File: config.mk
export PLATFORM = sky130hd
export DESIGN_NAME = bcd_converter_seq
export DESIGN_NICKNAME = d
export VERILOG_FILES = /design/src/rtl/bcd_converter_seq.sv
export SDC_FILE = /design/constraint.sdc
export NUM_CORES = 1
export LEC_CHECK = 0
export ABC_AREA = 0
export CORE_AREA = 2 2 89 91
export CTS_CLUSTER_SIZE = 40
export DETAILED_ROUTE_END_ITERATION = 16
export DIE_AREA = 0 0 91 93
export PLACE_DENSITY_LB_ADDON = 0.08
export RECOVER_POWER = 50
export SLEW_MARGIN = 0
export SYNTH_ARGS = -nofsm -noshare
export SYNTH_HDL_FRONTEND = slang
export SYNTH_SLANG_ARGS = --single-unit
File: constraint.sdc
create_clock -name clk -period 1.5 [get_ports clk]
set_input_delay 0.225 -clock clk [delete_from_list [all_inputs] [get_ports clk]]
set_output_delay 0.225 -clock clk [all_outputs]
set_load 0.01 [all_outputs]
File: src/rtl/bcd_converter_seq.sv
// Sequential binary-to-BCD converter (shift-and-add-3) feeding the seven-segment display path.
// One value is captured on start, converted over IN_WIDTH shift cycles, and the result is held until the next conversion.
module bcd_converter_seq #(
    parameter int IN_WIDTH = 32,
    parameter int DIGITS   = 4,
    parameter bit SIGNED   = 1'b0
) (
    input  logic                  clk,
    input  logic                  reset,
    input  logic                  start,
    input  logic [IN_WIDTH-1:0]   bin_in,
    output logic [4*DIGITS-1:0]   bcd,
    output logic                  neg,
    output logic                  ovf,
    output logic                  busy,
    output logic                  done
);

    localparam int BW    = 4 * DIGITS;
    localparam int CNT_W = $clog2(IN_WIDTH + 1);
    localparam int CMP_W = (IN_WIDTH > 64) ? IN_WIDTH : 64;

    localparam logic [1:0] ST_IDLE  = 2'd0;
    localparam logic [1:0] ST_SHIFT = 2'd1;
    localparam logic [1:0] ST_DONE  = 2'd2;

    // Largest value representable in DIGITS decimal digits, i.e. 10^DIGITS - 1.
    function automatic logic [CMP_W-1:0] max_bcd_value(input int digits);
        logic [CMP_W-1:0] acc;
        acc = {{(CMP_W-1){1'b0}}, 1'b1};
        for (int i = 0; i < digits; i++) begin
            acc = acc * {{(CMP_W-4){1'b0}}, 4'd10};
        end
        return acc - {{(CMP_W-1){1'b0}}, 1'b1};
    endfunction

    localparam logic [CMP_W-1:0] MAX_VAL    = max_bcd_value(DIGITS);
    localparam logic [CNT_W-1:0] LAST_SHIFT = CNT_W'(IN_WIDTH - 1);
    localparam logic [CNT_W-1:0] CNT_ONE    = {{(CNT_W-1){1'b0}}, 1'b1};
    localparam logic [BW-1:0]    ALL_NINES  = {DIGITS{4'd9}};

    logic [1:0]          state_r;
    logic [CNT_W-1:0]    cnt_r;
    logic [BW-1:0]       bcd_work_r;
    logic [IN_WIDTH-1:0] bin_work_r;
    logic                neg_work_r;
    logic                ovf_work_r;
    logic [BW-1:0]       bcd_r;
    logic                neg_r;
    logic                ovf_r;
    logic                busy_r;
    logic                done_r;

    logic [IN_WIDTH-1:0] mag_s;
    logic                neg_in_s;
    logic                ovf_in_s;
    logic [BW-1:0]       adj_s;
    logic [BW-1:0]       shift_bcd_s;
    logic [IN_WIDTH-1:0] shift_bin_s;

    // Magnitude, sign and overflow of the value presented for capture.
    always_comb begin
        mag_s    = bin_in;
        neg_in_s = 1'b0;
        if (SIGNED && bin_in[IN_WIDTH-1]) begin
            mag_s    = ~bin_in + {{(IN_WIDTH-1){1'b0}}, 1'b1};
            neg_in_s = 1'b1;
        end else begin
            mag_s    = bin_in;
            neg_in_s = 1'b0;
        end
        ovf_in_s = (CMP_W'(mag_s) > MAX_VAL);
    end

    // One double-dabble step: add 3 to every nibble >= 5, then shift the pair left.
    always_comb begin
        adj_s = bcd_work_r;
        for (int d = 0; d < DIGITS; d++) begin
            if (bcd_work_r[4*d +: 4] >= 4'd5) begin
                adj_s[4*d +: 4] = bcd_work_r[4*d +: 4] + 4'd3;
            end else begin
                adj_s[4*d +: 4] = bcd_work_r[4*d +: 4];
            end
        end
        shift_bcd_s = {adj_s[BW-2:0], bin_work_r[IN_WIDTH-1]};
        shift_bin_s = {bin_work_r[IN_WIDTH-2:0], 1'b0};
    end

    // Conversion FSM; the result is registered on the last shift so it is visible during DONE.
    always_ff @(posedge clk) begin
        if (reset) begin
            state_r    <= ST_IDLE;
            cnt_r      <= {CNT_W{1'b0}};
            bcd_work_r <= {BW{1'b0}};
            bin_work_r <= {IN_WIDTH{1'b0}};
            neg_work_r <= 1'b0;
            ovf_work_r <= 1'b0;
            bcd_r      <= {BW{1'b0}};
            neg_r      <= 1'b0;
            ovf_r      <= 1'b0;
            busy_r     <= 1'b0;
            done_r     <= 1'b0;
        end else begin
            case (state_r)
                ST_IDLE: begin
                    done_r <= 1'b0;
                    if (start) begin
                        bin_work_r <= mag_s;
                        bcd_work_r <= {BW{1'b0}};
                        neg_work_r <= neg_in_s;
                        ovf_work_r <= ovf_in_s;
                        cnt_r      <= {CNT_W{1'b0}};
                        busy_r     <= 1'b1;
                        state_r    <= ST_SHIFT;
                    end else begin
                        busy_r     <= 1'b0;
                    end
                end
                ST_SHIFT: begin
                    bcd_work_r <= shift_bcd_s;
                    bin_work_r <= shift_bin_s;
                    if (cnt_r == LAST_SHIFT) begin
                        // Overflowed conversions still shift for uniform latency, but the result is saturated.
                        bcd_r   <= ovf_work_r ? ALL_NINES : shift_bcd_s;
                        neg_r   <= neg_work_r;
                        ovf_r   <= ovf_work_r;
                        done_r  <= 1'b1;
                        cnt_r   <= {CNT_W{1'b0}};
                        state_r <= ST_DONE;
                    end else begin
                        cnt_r   <= cnt_r + CNT_ONE;
                    end
                end
                ST_DONE: begin
                    done_r  <= 1'b0;
                    busy_r  <= 1'b0;
                    state_r <= ST_IDLE;
                end
                default: begin
                    done_r  <= 1'b0;
                    busy_r  <= 1'b0;
                    cnt_r   <= {CNT_W{1'b0}};
                    state_r <= ST_IDLE;
                end
            endcase
        end
    end

    assign bcd  = bcd_r;
    assign neg  = neg_r;
    assign ovf  = ovf_r;
    assign busy = busy_r;
    assign done = done_r;

endmodule
# [Word-level counts from Yosys, hierarchy flattened]
# Cells that the tools add are included.
[totals] regBits=76 word_cells=51 out_inout_bits=20 input_bits=35
[classes] mux=17 reduce_logical=8 n_lt_le_gt_ge=5 eq_ne=5 n_addsub=5 n_bitwise=2
[op_table] op="case mux 32 bit (2 select lines)" n=1
[op_table] op="greater-than comparator 32 x 14 -> 1 bit, second input constant" n=1
[op_table] op="2-to-1 mux 16 bit" n=2
[op_table] op="2-to-1 mux 32 bit" n=1
[op_table] op="case mux 16 bit (2 select lines)" n=1
[op_table] op="case mux 6 bit (3 select lines)" n=1
[op_table] op=">= comparator 4 x 3 -> 1 bit, second input constant" n=4
[op_table] op="adder 4 x 2 -> 4 bit, second input constant" n=3
[op_table] op="2-to-1 mux 4 bit" n=3
[op_table] op="2-to-1 mux 6 bit" n=2
[op_table] op="AND reduction 2 bit" n=5
[op_table] op="adder 6 x 1 -> 6 bit, second input constant" n=1
[op_table] op="equality test 6 x 5 -> 1 bit, second input constant" n=1
[op_table] op="2-to-1 mux 2 bit" n=2
[op_table] op="inequality test 2 bit, second input constant" n=2
[op_table] op="case mux 2 bit (2 select lines)" n=1
[op_table] op="adder 3 x 2 -> 3 bit, second input constant" n=1
[op_table] op="2-to-1 mux 3 bit" n=1
[op_table] op="equality test 2 x 1 -> 1 bit, second input constant" n=1
[op_table] op="equality test 2 bit, second input constant" n=1
[op_table] op="logical NOT 2 bit" n=1
[op_table] op="inverter 1 bit" n=2
[op_table] op="case mux 1 bit (2 select lines)" n=1
[op_table] op="nonzero test 2 bit" n=1
[op_table] op="2 further kinds" n=2

# [Depth between registers and ports, before layout]
# Gate-level depths: netlist of run 1.
[depth] depth_word=3 depth_mapped=7 mapped_depth_nobuf=6

# [Least setup slack after synthesis of run 1]
# No wires, ideal clock.
[synth_path] kind="register to register" from="register cnt_r[0]" to="register ovf_r (netlist: ovf)" arrival_ns=1.416 period_less_slack_ns=1.543 setup_ns=0.128 path_slack_ns=-0.043 required_ns=1.372 path_stages_with_launch=7 cell_sequence="dfxtp_1 > ha_1 > nand3_1 > nor3_4 > buf_6 > mux2i_1 > nor2_1"
[synth_between] elab_chain_cells=2
[synth_rtl] element="from (decl)" line="43" rtl="logic [CNT_W-1:0] cnt_r;"
[synth_rtl] element="from (signal assigned)" line="93" rtl="cnt_r <= {CNT_W{1'b0}};"
[synth_rtl] element="from (signal assigned)" line="112" rtl="cnt_r <= {CNT_W{1'b0}};"
[synth_rtl] element="from (signal assigned)" line="128" rtl="cnt_r <= {CNT_W{1'b0}};"
[synth_rtl] element="equality test 6 x 5 -> 1 bit" line="122" rtl="if (cnt_r == LAST_SHIFT) begin"
[synth_rtl] element="AND reduction 2 bit (no line)"
[synth_rtl] element="to (signal assigned)" line="126" rtl="ovf_r <= ovf_work_r;"
[synth_rtl] element="to (decl)" line="50" rtl="logic ovf_r;"
# No other way between the ends.
# A chain may end at the register's enable or synchronous reset.

# [Final worst setup path of run 1]
[layout_path] from="register cnt_r[1]" to="register bcd_r[0] (netlist: bcd[0])"
[layout_between] elab_chain_cells=2
[layout_rtl] element="equality test 6 x 5 -> 1 bit" line="122"
[layout_rtl] element="AND reduction 2 bit (no line)"
[layout_rtl] element="to (signal assigned)" line="98" rtl="bcd_r <= {BW{1'b0}};"
[layout_rtl] element="to (signal assigned)" line="124" rtl="bcd_r <= ovf_work_r ? ALL_NINES : shift_bcd_s;"
[layout_rtl] element="to (decl)" line="48" rtl="logic [BW-1:0] bcd_r;"
# No other way between the ends.

==> flow_summary.json, run 1 <==
{
  "antenna_found_initial": 0,
  "p_per_area_mw_per_mm2": 917,
  "setup_viol_count_final": 1,
  "cts_buffer_depth": 2,
  "synth_top_area_share_pct": 43.8,
  "die_area_mm2": 0.00846,
  "syn_area_mm2": 0.00348,
  "min_path_type": "in -> reg",
  "fin_crit_ns": 1.51,
  "final_util_pct": 66.3,
  "layout_commonest_cell": "dfxtp_1",
  "fin_nets": 558,
  "status": "finished with violations",
  "cts_hold_buf": 0,
  "critPathLaunchType": "flop",
  "fin_area_mm2": 0.00499,
  "synthTopCellsByArea": "dfxtp_1 44%, nor2_1 6.3%, a21oi_1 5.5%",
  "dr.pass1.iters": 4,
  "gr-total-overflow": 0,
  "die_h_um": 93,
  "min_period_over_period_pct": 100,
  "route.detailed.drc": 0,
  "fmax_mhz": 664,
  "fin_skew_ns": 0.0124,
  "start_util_pct": 46.2,
  "areaGrowthSynthToFinish_pct": 43.6,
  "cts_num_sinks": 76,
  "ys_warn_count": 0,
  "place_hpwl_um": 6670,
  "synthArstFlopShare_pct": 0,
  "h-tree-depth": 3,
  "die_w_um": 91,
  "routabilityCongestion": 0.891,
  "ys_seq_area_share_pct": 43.8,
  "maxCapViolCount": 0,
  "p_total_mw": 4.58,
  "peakVddDrop_mv": 0.474,
  "design.core.area_mm2": 0.00753,
  "required_ns": 1.75,
  "cts_made_buffers": 9,
  "layout_common_cells": "67 x dfxtp_1, 56 x nor2_1, 47 x buf_4",
  "worst_skew_pair.late_latency_ns": 0.35,
  "drive_gt1_share_pct": 26.4,
  "violations": "negative setup slack",
  "drtIter0Drc": 117,
  "rsz0062_at_grt": "yes",
  "syn_avg_cell_area_um2": 8.30,
  "fp-row-count": 32,
  "avgRoutedWirePerCell_um": 15.5,
  "cp.arrival_ns": 1.76,
  "track_usage_pct": 22.1,
  "grt_pass1_wl_um": 15000,
  "clkTransAtPathRegs_ns": 0.08,
  "viasPerCell": 5.48,
  "ys_ff_latch": 76,
  "synthCells": 419,
  "vias": 3404,
  "cp-end-kind": "flop",
  "portBuffers": 53,
  "root_buffer": "clkbuf_8",
  "setup_ws_ns": -0.00542,
  "ant_nets": 0,
  "synth_edf_count": 0,
  "path_max_fanout": 5,
  "grt_start_max_net_pins": 20,
  "dp_worst_setup_slack_ns": -0.271,
  "synth_top_flop_cell": "dfxtp_1",
  "dpl_cell_area_mm2": 0.00441,
  "drt-total-wl_um": 9660,
  "p_leak_nw": 1.98,
  "drv_slew": 0,
  "cts_tree": "done",
  "diodes": 0,
  "synth.largest_area_cell": "dfxtp_1",
  "fin_tns_setup_ns": -0.00542,
  "syn_nets": 463,
  "critPathKind": "reg -> reg",
  "finalHoldViolations": 0,
  "synth.distinct_cells": 42,
  "grt_pass1_vias": 3186,
  "num_io_pins": 55
}
## stage by stage
step                hold WS, ns  instances
floorplan                 0.334        419
global placement          0.430        597
detailed placement        0.431        597
CTS                       0.201        617
global route              0.212        621
finish                    0.214        621
## cell families after synthesis
| group | share of synthesized area [%] |
|---|---|
| compound gates | 24.2 |
| xor+xnor | 1.01 |
| fa+ha+maj | 3.24 |
| buf+inv | 6.91 |
| flops | 43.8 |
| mux | 1.87 |
| other cells | 0.108 |
| simple gates | 18.9 |
## per-layer routing
| layer | GRT usage (%) | wire (µm) |
|---|---|---|
| met5 | 0 | 0 |
| met4 | 7.58 | 182 |
| met3 | 4.03 | 520 |
| met2 | 38.9 | 4830 |
| met1 | 27.4 | 4120 |
## final cells by class
cell class	instances	area (µm²)
Tap cell	102	128
Fill cell	651	2530
Clock buffer	10	138
Sequential cell	76	1540
Clock inverter	6	86.3
Timing Repair Buffer	111	1070
Multi-Input combinational cell	288	1930
Inverter	28	105
## worst paths after layout
kind	start	endpoint	slack (ns)	cells after the start
worst max-delay path	cnt_r[1]	bcd[0]	-0.005	7
worst min-delay path	reset	bin_work_r[29]	0.21	2
worst max register to register	cnt_r[1]	bcd[0]	-0.005	7
worst min register to register	bin_work_r[22]	bin_work_r[23]	0.45	2
## worst max-delay path, stage by stage, from the launching register on
cell       delay (ns)
dfxtp_4          0.37
ha_4             0.14
nand3_4          0.10
nor3_4           0.23
buf_12           0.15
clkbuf_16        0.14
nor2_2           0.03
a311oi_2         0.24
## Yosys cell counts, types with 2 or more instances
cell	count
dfxtp_1	76
nor3b_1	7
ha_1	9
o21ai_0	34
o221a_2	10
a21oi_1	38
nor4_1	6
nor2b_1	2
xnor2_1	4
o32ai_1	8
or4_1	2
a31oi_1	2
mux2_2	4
nand4_1	2
mux2i_1	2
nand3_1	5
buf_2	6
a22oi_1	15
clkbuf_1	17
nor3_1	3
nand2b_1	6
buf_6	3
nand2_1	42
a311oi_1	11
a2111oi_0	4
inv_1	28
nor2_1	58
## registers in the layout, summed over array words and instances (netlist names)
name,count
state_r,2
bcd_work_r,16
ovf,1
bcd,16
bin_work_r,32
busy,1
ovf_work_r,1
cnt_r,6
done,1
## where the power goes
part	switching (mW)	leakage [nW]	internal [mW]	total [mW]
Clock	0.784	0.113	0.983	1.77
Combinational	0.322	1.24	0.310	0.632
Sequential	0.0666	0.625	2.11	2.18
## what timing repair did
| item | CTS | global route |
|---|---|---|
| gates cloned | 1 | 1 |
| setup endpoints to repair | 22 | 36 |
| setup buffers | 3 | 4 |
| gates resized for setup | 18 | 56 |
| pin swaps | 3 | 22 |
(Power assumes the default switching activity.)
==> run 2, diff against run 1 <==
--- a/config.mk
+++ b/config.mk
@@ -6,6 +6,7 @@
 export NUM_CORES = 1
 export LEC_CHECK = 0
 export ABC_AREA = 0
+export CAP_MARGIN = 20
 export CORE_AREA = 2 2 89 91
 export CTS_CLUSTER_SIZE = 40
 export DETAILED_ROUTE_END_ITERATION = 16
==> results of run 2 <==
No change in the layout: final DEF, timing and power equal those of run 1.
==> run 3, diff against run 2 <==
--- a/config.mk
+++ b/config.mk
@@ -8,7 +8,6 @@
 export ABC_AREA = 0
 export CAP_MARGIN = 20
 export CORE_AREA = 2 2 89 91
-export CTS_CLUSTER_SIZE = 40
 export DETAILED_ROUTE_END_ITERATION = 16
 export DIE_AREA = 0 0 91 93
 export PLACE_DENSITY_LB_ADDON = 0.08
==> results of run 3 <==
No change in the layout: final DEF, timing and power equal those of run 1.
